`src/rtl/game_mmio_slave.sv`:
```
// Avalon-MM register slave for the game: buttons, countdown timer, score, scratch.
// Optional interrupt support is enabled by defining GAME_MMIO_IRQ_EN.
module game_mmio_slave #(
    parameter int unsigned DEBOUNCE_CYCLES = 50000,
    parameter bit          BTN_ACTIVE_LOW  = 1'b1,
    parameter logic [31:0] ID_VALUE        = 32'h47414D45
) (
    input  logic        clk_clk,
    input  logic        reset_reset_n,
    input  logic        avs_chipselect,
    input  logic [4:0]  avs_address,
    input  logic [3:0]  avs_byteenable,
    input  logic [31:0] avs_writedata,
    input  logic        avs_write,
    input  logic        avs_read,
    output logic [31:0] avs_readdata,
    input  logic [4:0]  btn_in,
    output logic [31:0] score_out,
    output logic        timer_expired,
    output logic        irq
);

    localparam int unsigned DATA_W = 32;
    localparam int unsigned NBTN   = 5;
    localparam int unsigned CNT_W  = (DEBOUNCE_CYCLES > 1) ? $clog2(DEBOUNCE_CYCLES) : 1;
    localparam logic [CNT_W-1:0] CNT_MAX   = CNT_W'(DEBOUNCE_CYCLES - 1);
    localparam logic [NBTN-1:0]  SYNC_IDLE = {NBTN{BTN_ACTIVE_LOW}};

    localparam logic [4:0] A_ID        = 5'h00;
    localparam logic [4:0] A_CTRL      = 5'h01;
    localparam logic [4:0] A_STATUS    = 5'h02;
    localparam logic [4:0] A_BTN_STATE = 5'h03;
    localparam logic [4:0] A_BTN_EDGE  = 5'h04;
    localparam logic [4:0] A_LOAD      = 5'h05;
    localparam logic [4:0] A_COUNT     = 5'h06;
    localparam logic [4:0] A_SCORE     = 5'h07;
    localparam logic [4:0] A_SCORE_ADD = 5'h08;
    localparam logic [4:0] A_SCRATCH   = 5'h09;
    localparam logic [4:0] A_IRQ_MASK  = 5'h0A;

    logic [NBTN-1:0]   r_sync1, r_sync2, r_db;
    logic [CNT_W-1:0]  r_db_cnt [NBTN];
    logic              r_ten, r_arl, r_expired;
    logic [NBTN-1:0]   r_btn_edge;
    logic [DATA_W-1:0] r_load, r_count, r_score, r_scratch, r_readdata;

    logic              w_wr, w_rd;
    logic [DATA_W-1:0] w_be_mask, w_load_nxt, w_score_nxt, w_rdata, w_irq_mask_rd;
    logic [DATA_W:0]   w_sum;
    logic [NBTN-1:0]   w_btn, w_db_fire, w_db_rise, w_edge_clr;
    logic              w_wr_ctrl, w_sclr, w_exp_set, w_exp_clr;

    // A read coinciding with a write is dropped.
    assign w_wr      = avs_chipselect & avs_write;
    assign w_rd      = avs_chipselect & avs_read & ~avs_write;
    assign w_be_mask = {{8{avs_byteenable[3]}}, {8{avs_byteenable[2]}},
                        {8{avs_byteenable[1]}}, {8{avs_byteenable[0]}}};
    assign w_wr_ctrl = w_wr && (avs_address == A_CTRL) && avs_byteenable[0];
    assign w_sclr    = w_wr_ctrl & avs_writedata[2];
    assign w_load_nxt = (r_load & ~w_be_mask) | (avs_writedata & w_be_mask);

    assign w_exp_set = r_ten && (r_count == '0);
    assign w_exp_clr = w_wr && (avs_address == A_STATUS) && avs_byteenable[0] && avs_writedata[0];
    assign w_edge_clr = {NBTN{w_wr && (avs_address == A_BTN_EDGE) && avs_byteenable[0]}}
                        & avs_writedata[NBTN-1:0];

    // Synchronisers reset to the released pin level so reset release causes no spurious bounce.
    always_ff @(posedge clk_clk or negedge reset_reset_n) begin
        if (!reset_reset_n) begin
            r_sync1 <= SYNC_IDLE;
            r_sync2 <= SYNC_IDLE;
        end else begin
            r_sync1 <= btn_in;
            r_sync2 <= r_sync1;
        end
    end

    assign w_btn = BTN_ACTIVE_LOW ? ~r_sync2 : r_sync2;

    always_comb begin
        w_db_fire = '0;
        for (int i = 0; i < NBTN; i++) begin
            w_db_fire[i] = (w_btn[i] != r_db[i]) && (r_db_cnt[i] == CNT_MAX);
        end
    end

    assign w_db_rise = w_db_fire & w_btn;

    always_ff @(posedge clk_clk or negedge reset_reset_n) begin
        if (!reset_reset_n) begin
            r_db <= '0;
            for (int i = 0; i < NBTN; i++) r_db_cnt[i] <= '0;
        end else begin
            for (int i = 0; i < NBTN; i++) begin
                if (w_btn[i] == r_db[i]) begin
                    r_db_cnt[i] <= '0;
                end else if (w_db_fire[i]) begin
                    r_db_cnt[i] <= '0;
                    r_db[i]     <= w_btn[i];
                end else begin
                    r_db_cnt[i] <= r_db_cnt[i] + CNT_W'(1);
                end
            end
        end
    end

    // Score update: clear beats direct write beats saturating add.
    always_comb begin
        w_sum       = {1'b0, r_score} + {1'b0, avs_writedata};
        w_score_nxt = r_score;
        if (w_sclr) begin
            w_score_nxt = '0;
        end else if (w_wr && (avs_address == A_SCORE)) begin
            w_score_nxt = (r_score & ~w_be_mask) | (avs_writedata & w_be_mask);
        end else if (w_wr && (avs_address == A_SCORE_ADD)) begin
            w_score_nxt = w_sum[DATA_W] ? '1 : w_sum[DATA_W-1:0];
        end
    end

    // Later assignments in this block take precedence: software writes override the timer.
    always_ff @(posedge clk_clk or negedge reset_reset_n) begin
        if (!reset_reset_n) begin
            r_ten      <= 1'b0;
            r_arl      <= 1'b0;
            r_expired  <= 1'b0;
            r_btn_edge <= '0;
            r_load     <= '0;
            r_count    <= '0;
            r_score    <= '0;
            r_scratch  <= '0;
        end else begin
            if (r_ten) begin
                if (r_count != '0) begin
                    r_count <= r_count - DATA_W'(1);
                end else if (r_arl) begin
                    r_count <= r_load;
                end else begin
                    r_ten <= 1'b0;
                end
            end
            if (w_wr_ctrl) begin
                r_ten <= avs_writedata[0];
                r_arl <= avs_writedata[1];
            end
            if (w_wr && (avs_address == A_LOAD)) begin
                r_load  <= w_load_nxt;
                r_count <= w_load_nxt;
            end
            if (w_wr && (avs_address == A_SCRATCH)) begin
                r_scratch <= (r_scratch & ~w_be_mask) | (avs_writedata & w_be_mask);
            end
            r_expired  <= (r_expired & ~w_exp_clr) | w_exp_set;
            r_btn_edge <= (r_btn_edge & ~w_edge_clr) | w_db_rise;
            r_score    <= w_score_nxt;
        end
    end

`ifdef GAME_MMIO_IRQ_EN
    logic [NBTN:0] r_irq_mask;
    logic          r_irq;

    always_ff @(posedge clk_clk or negedge reset_reset_n) begin
        if (!reset_reset_n) begin
            r_irq_mask <= '0;
            r_irq      <= 1'b0;
        end else begin
            if (w_wr && (avs_address == A_IRQ_MASK) && avs_byteenable[0]) begin
                r_irq_mask <= avs_writedata[NBTN:0];
            end
            r_irq <= |({r_btn_edge, r_expired} & r_irq_mask);
        end
    end

    assign irq           = r_irq;
    assign w_irq_mask_rd = {(DATA_W-NBTN-1)'(0), r_irq_mask};
`else
    assign irq           = 1'b0;
    assign w_irq_mask_rd = '0;
`endif

    always_comb begin
        w_rdata = '0;
        case (avs_address)
            A_ID:        w_rdata = ID_VALUE;
            A_CTRL:      w_rdata = {(DATA_W-2)'(0), r_arl, r_ten};
            A_STATUS:    w_rdata = {(DATA_W-1)'(0), r_expired};
            A_BTN_STATE: w_rdata = {(DATA_W-NBTN)'(0), r_db};
            A_BTN_EDGE:  w_rdata = {(DATA_W-NBTN)'(0), r_btn_edge};
            A_LOAD:      w_rdata = r_load;
            A_COUNT:     w_rdata = r_count;
            A_SCORE:     w_rdata = r_score;
            A_SCRATCH:   w_rdata = r_scratch;
            A_IRQ_MASK:  w_rdata = w_irq_mask_rd;
            default:     w_rdata = '0;
        endcase
    end

    always_ff @(posedge clk_clk or negedge reset_reset_n) begin
        if (!reset_reset_n) r_readdata <= '0;
        else                r_readdata <= w_rd ? w_rdata : '0;
    end

    assign avs_readdata  = r_readdata;
    assign score_out     = r_score;
    assign timer_expired = r_expired;

endmodule

```
`config.mk`:
```
export PLATFORM = sky130hd
export DESIGN_NAME = game_mmio_slave
export DESIGN_NICKNAME = d
export VERILOG_FILES = /design/src/rtl/game_mmio_slave.sv
export SDC_FILE = /design/constraint.sdc
export NUM_CORES = 1
export LEC_CHECK = 0
export ABC_AREA = 1
export CAP_MARGIN = 20
export CORE_ASPECT_RATIO = 1.1
export CORE_MARGIN = 8
export CORE_UTILIZATION = 40
export DETAILED_ROUTE_END_ITERATION = 7
export HOLD_SLACK_MARGIN = 0.1
export SYNTH_ARGS = -nofsm -noshare
export SYNTH_HDL_FRONTEND = slang
export SYNTH_SLANG_ARGS = --single-unit
```
`constraint.sdc`:
```
create_clock -name clk_clk -period 2.7 [get_ports clk_clk]
set_input_delay 0.405 -clock clk_clk [delete_from_list [all_inputs] [get_ports clk_clk]]
set_output_delay 0.405 -clock clk_clk [all_outputs]
set_load 0.03 [all_outputs]
```
==> results of run 1 <==
## worst max path at each step
stage	startpoint	endpoint	slack, ns	cells past startpoint
floorplan	score_out[0]$_DFFE_PN0P_	score_out[26]$_DFFE_PN0P_	0.31	15
global placement	avs_writedata[0]	score_out[7]$_DFFE_PN0P_	-0.12	16
detailed placement	avs_writedata[0]	score_out[2]$_DFFE_PN0P_	-0.15	16
CTS	score_out[0]$_DFFE_PN0P_	score_out[7]$_DFFE_PN0P_	0.34	15
global route	score_out[0]$_DFFE_PN0P_	score_out[9]$_DFFE_PN0P_	0.15	15
finish	score_out[0]$_DFFE_PN0P_	score_out[8]$_DFFE_PN0P_	0.32	15
## Yosys cell counts (4+ instances only)
library cell / n / area (um^2)
nor2_2: 8 / 50.1
xnor2_1: 15 / 131
o22ai_1: 21 / 131
or2_2: 9 / 56.3
nand2_1: 679 / 2550
o211ai_1: 6 / 45.0
inv_2: 4 / 15.0
dfrtp_1: 253 / 6330
nand3_1: 166 / 831
nor4_1: 12 / 75.1
mux2_2: 24 / 270
nor2_1: 231 / 867
nand4_1: 23 / 144
buf_4: 4 / 30.0
a21oi_1: 88 / 440
and2_1: 5 / 31.3
o21ai_0: 146 / 731
a221oi_1: 19 / 166
xor2_1: 18 / 158
nand2_2: 9 / 56.3
dfstp_2: 10 / 263
a31oi_1: 10 / 62.6
clkbuf_1: 27 / 101
o21bai_1: 15 / 113
a211oi_1: 6 / 45.0
buf_2: 18 / 90.1
nor3b_1: 18 / 135
o21ai_1: 5 / 25.0
buf_6: 5 / 56.3
inv_1: 356 / 1340
ha_1: 39 / 488
nor3_1: 46 / 230
## cells by family (layout without fill, tap and decap cells)
kind of cell / count (synthesis) / after routing / synth area share [%]
compound gates: 338 / 338 / 12.0
xor+xnor: 33 / 33 / 1.76
fa+ha+maj: 40 / 40 / 3.09
buf+inv: 416 / 642 / 9.97
flops: 263 / 263 / 40.2
mux: 24 / 24 / 1.65
other cells: 1 / 3 / 0.0228
simple gates: 1218 / 1218 / 31.3
## per-stage QoR
| step | area [um^2] | hold slack [ns] |
|---|---|---|
| after floorplan | 16400 | 0.109 |
| after global placement | 18900 | 0.346 |
| after detailed placement | 18900 | 0.347 |
| after CTS | 19900 | 0.214 |
| after global routing | 19900 | 0.231 |
| final | 20000 | 0.234 |
## power breakdown
part           leakage (nW)  internal [mW]  switching (mW)  total, mW
Clock                 0.517           2.62            1.74       4.36
Combinational          6.22           2.23            3.67       5.90
Sequential             3.37           4.50           0.709       5.20
## cell type report
type                    count  area (um^2)
fillers                  4048        20900
multi-input cells        1654         8200
flip-flops and latches    263         6590
repair buffers            225         2080
inverters                 361         1360
clock buffers              35          811
well taps                 520          651
clock inverters            21          248
diodes                      2         5.00
## layer usage
metal,part of all wire [%],up-vias,routed length [um]
li1,-,7904,-
met1,44,7645,23300
met2,46,540,24700
met3,6.2,117,3320
met4,3.5,2,1870
met5,0.024,-,13
## placed cells by master, fill, tap and decap left out, drive strengths merged, types with 3 or more instances in the layout
cell type      instances
nand2                690
inv                  360
dfrtp                253
nor2                 241
nand3                166
o21ai                151
clkdlybuf4s50        114
buf                  110
a21oi                 92
nor3                  49
ha                    39
clkbuf                35
mux2                  24
nand4                 23
o22ai                 21
a221oi                19
nor3b                 18
xor2                  18
xnor2                 15
o21bai                15
clkinv                13
nor4                  12
a31oi                 10
dfstp                 10
or2                    9
o211ai                 9
a211oi                 6
and2                   5
bufinv                 5
clkinvlp               4
and3                   3
a41oi                  3
o31ai                  3
## worst max-delay path: stages (launching register included)
cell     delay, ns
dfrtp_1       0.39
ha_1          0.22
fa_1          0.40
nand3_1       0.10
nand3_1       0.14
nand2_1       0.10
nand2_1       0.11
nand2_1       0.09
nand2_1       0.07
nand2_1       0.12
nand2_2       0.08
nand2_4       0.09
buf_4         0.17
nand2_1       0.06
nand3_1       0.06
nand2_1       0.05
==> flow_summary.yaml, run 1 <==
global_routing:
  met3_usage_pct: 3.59
  grt_max_degree: 72
  busiest_layer: "met2"
  grt_pass1_vias: 15800
  track_usage_pct: 21.9
  antenna_found_initial: 1
  use_met2_pct: 36.1
  grt_pass1_wl_um: 85000
  grt_overflow: 0
  met1_usage_pct: 28.7
die:
  fp.dieH_um: 228
  chipWidth_um: 209
  core_um2: 40900
  io_pins: 117
  initial_utilization_pct: 40.2
  fp-row-count: 78
  die-area_um2: 47800
clock_network:
  cts_buffers: 30
  clock_sinks: 263
  ctsHtreeMaxLevel: 1
  clk_latency_ns: 0.58
  cts_tree: "yes"
  ctsResizeCount: 0
  ctsLongestPathBuffers: 3
  ctsHoldBuffers: 1
  clock-root-buffer: "clkbuf_16"
  cts.clk_slew.worst_paths_ns: 0.06
  post_cts_buffers: 0
setup_path:
  critPathMaxFanout: 9
  cp-start-kind: "register"
  r2r_end: "score_out[8]$_DFFE_PN0P_"
  r2r_slack_ns: 0.32
  reg2reg_depth: 15
  end_kind: "register"
  worst-setup-path-type: "reg2reg"
  arrival_ns: 2.84
  required_ns: 3.16
  reg2reg_from: "score_out[0]$_DFFE_PN0P_"
power:
  leakage_nw: 10.1
  p_per_area_nw_per_um2: 775
  peakVddDrop_v: 0.000545
  total_power_mw: 15.5
final_layout:
  final_core_util_pct: 48.8
  fin_nets: 2626
  drive_gt1_share_pct: 9.57
  stdcell_count: 3081
  area_growth_pct: 21.5
timing:
  setup_viol: 0
  fin_worst_skew_ns: 0.0168
  rsz0062_at_grt: "false"
  min_period_over_period_pct: 88.0
  tns_ns: 0
  fin_ws_ns: 0.324
  final_hold_viol_count: 0
  slew_violations: 0
  tightest_slew_ns: 0.638
  relSlewSlack_pct: 57.5
  fmax_mhz: 421
  fin_crit_ns: 2.38
logic_synthesis:
  synthCells: 2333
  synth_edf_count: 0
  ys_ff_latch: 263
  syn_area_per_cell_um2: 7.04
  ys_seq_area_share_pct: 40.2
  synthesis.area_um2: 16400
  synth.distinct_cells: 56
  ys_async_sr_fraction_pct: 100
  syn-num-nets: 2424
  synth_ff_type: "dfrtp_1"
  yosys_warnings: 0
route:
  wl_um: 53300
  vias: 16200
  avgRoutedWirePerCell_um: 17.3
  drcViolationCount: 0
  dr.pass1.iters: 6
  drt_iter0_markers: 1191
  antenna_left: 0
  vias_per_cell: 5.26
place:
  dp_cells: 3022
  hpwl_um: 41100
  gp_congestion: 0.917
  preCtsSetupSlack_ns: -0.154
  io_buffers: 115
hold_path:
  hold_depth: 1
  holdPathEnd: "r_sync1[0]$_DFF_PN1_"
  hp-start: "btn_in[0]"
  hold_path_class: "in2reg"
job:
  cap_violations: 0
status:
  status: "complete, no violations"
Power figures use the tool's default switching activity.
==> run 2: changes to the inputs <==
--- a/config.mk
+++ b/config.mk
@@ -10,7 +10,9 @@
 export CORE_ASPECT_RATIO = 1.1
 export CORE_MARGIN = 8
 export CORE_UTILIZATION = 40
+export CTS_CLUSTER_SIZE = 16
 export DETAILED_ROUTE_END_ITERATION = 7
+export DONT_BUFFER_PORTS = 1
 export HOLD_SLACK_MARGIN = 0.1
 export SYNTH_ARGS = -nofsm -noshare
 export SYNTH_HDL_FRONTEND = slang
==> flow_summary.yaml, run 2 (same netlist as run 1, synthesis figures left out) <==
status:
  status: "finished, violations left"
  violations: "hold timing"
final_layout:
  area_growth_pct: 15.0
  layout_common_cells: "nand2_1, inv_1, dfrtp_1"
  fin_nets: 2511
  layout_commonest_cell: "nand2_1"
  antenna_cells: 0
  drive_gt1_share_pct: 8.06
  final_core_util_pct: 46.2
setup_path:
  reg2reg_from: "score_out[0]$_DFFE_PN0P_"
  end_kind: "register"
  r2r_end: "score_out[5]$_DFFE_PN0P_"
  critPathLaunch: "avs_writedata[0]"
  reg2reg_depth: 14
  critPathMaxFanout: 26
  r2r_slack_ns: 0.30
  required_ns: 3.18
  arrival_ns: 2.96
  cp-start-kind: "primary input"
  worst-setup-path-type: "in2reg"
route:
  wl_um: 54700
  vias: 16000
  drcViolationCount: 0
  vias_per_cell: 5.40
  drt_iter0_markers: 1298
  avgRoutedWirePerCell_um: 18.5
  antenna_left: 0
  dr.pass1.iters: 7
clock_network:
  ctsHtreeMaxLevel: 1
  cts_tree: "yes"
  clk_latency_ns: 0.60
  post_cts_buffers: 0
  cts.clk_slew.worst_paths_ns: 0.06
  ctsLongestPathBuffers: 3
  clock_sinks: 263
  cts_buffers: 31
  clock-root-buffer: "clkbuf_16"
die:
  fp-row-count: 78
  initial_utilization_pct: 40.2
  die-area_um2: 47800
  chipWidth_um: 209
  io_pins: 117
  fp.dieH_um: 228
  core_um2: 40900
timing:
  rsz0062_at_grt: "false"
  final_hold_viol_count: 253
  fmax_mhz: 404
  relSlewSlack_pct: 39.2
  tns_ns: 0
  slew_violations: 0
  fin_worst_skew_ns: 0.0423
  min_period_over_period_pct: 91.7
  whs_ns: -0.426
  fin_crit_ns: 2.48
  tightest_slew_ns: 0.911
  setup_viol: 0
place:
  io_buffers: 0
  hpwl_um: 39900
  gp_congestion: 0.952
global_routing:
  grt_max_degree: 264
  grt_pass1_vias: 15300
  track_usage_pct: 22.2
  grt_pass1_wl_um: 85800
  grt_overflow: 0
  antenna_found_initial: 3
power:
  peakVddDrop_v: 0.000473
  p_per_area_nw_per_um2: 798
  leakage_nw: 9.65
hold_path:
  hold_path_class: "in2async"
job:
  cap_violations: 0
## run 2: cell types whose count changed in the layout (fill, tap and decap cells not counted), moves of 4 or more
| cell | delta |
|---|---|
| buf_12 | -4 |
| buf_4 | -40 |
| clkdlybuf4s50_1 | -114 |
| clkinv_2 | -6 |
| dlygate4sd3_1 | +43 |
| clkbuf_1 | +4 |
| clkbuf_8 | +8 |
## run 2: worst max path at each step
| stage | endpoint | cells after the start |
|---|---|---|
| final | score_out[5]$_DFFE_PN0P_ | 15 |
| after global routing | score_out[31]$_DFFE_PN0P_ | 15 |
| after CTS | score_out[28]$_DFFE_PN0P_ | 15 |
| after detailed placement | score_out[28]$_DFFE_PN0P_ | 14 |
| after global placement | score_out[23]$_DFFE_PN0P_ | 14 |
| after floorplan | score_out[26]$_DFFE_PN0P_ | 15 |
## run 2: layer usage
layer	GRT usage, %	wire length, um	up-vias
met3	4.96	4670	114
met1	28.9	22900	7592
met2	36.5	25300	612
li1	-	-	7668
met5	0	8	-
met4	6.92	1790	2
## run 2: per-stage QoR
stage	total power [mW]	cells	hold slack, ns	setup WS (ns)	cell area (um^2)
3_3_place_gp	10.4	2863	0.144	0.205	17300
6_report	15.1	2963	-0.426	0.224	18900
4_1_cts	15.0	2962	-0.469	0.124	18900
5_1_grt	16.0	2963	-0.452	0.0303	18900
3_5_place_dp	10.5	2863	0.146	0.187	17300
2_1_floorplan	8.80	2333	0.109	0.315	16400
## run 2: what timing repair did
action,CTS,global route
endpoints found under the hold margin,324,264
endpoints found under the setup margin,0,26
resized for setup,0,2
hold buffers,43,1
## run 2: final cells by class
type,count,area (um^2)
fill,4079,22000
clock inverter,9,148
timing repair buffer,109,978
inverter,361,1360
multi-input combinational,1654,8220
tap,520,651
clock buffer,47,936
sequential,263,6590
## run 2: worst max-delay path, cell delays in order
cell and delay, ns:
dlygate4sd3_1 0.60, ha_1 0.27, fa_1 0.40, nand3_1 0.10, nand3_1 0.14, nand2_1 0.09
nand2_1 0.11, nand2_1 0.09, nand2_1 0.11, nand2_2 0.11, nand2_2 0.09, nand2_8 0.20
nand2_1 0.09, nand3_1 0.08, nand2_1 0.05
## run 2: report_power, final
part           switching [mW]  leakage, nW  internal [mW]
Sequential              0.460         3.37           4.50
Combinational            3.78         5.74           1.85
Clock                    1.74        0.533           2.75
Total                    5.98         9.65           9.09
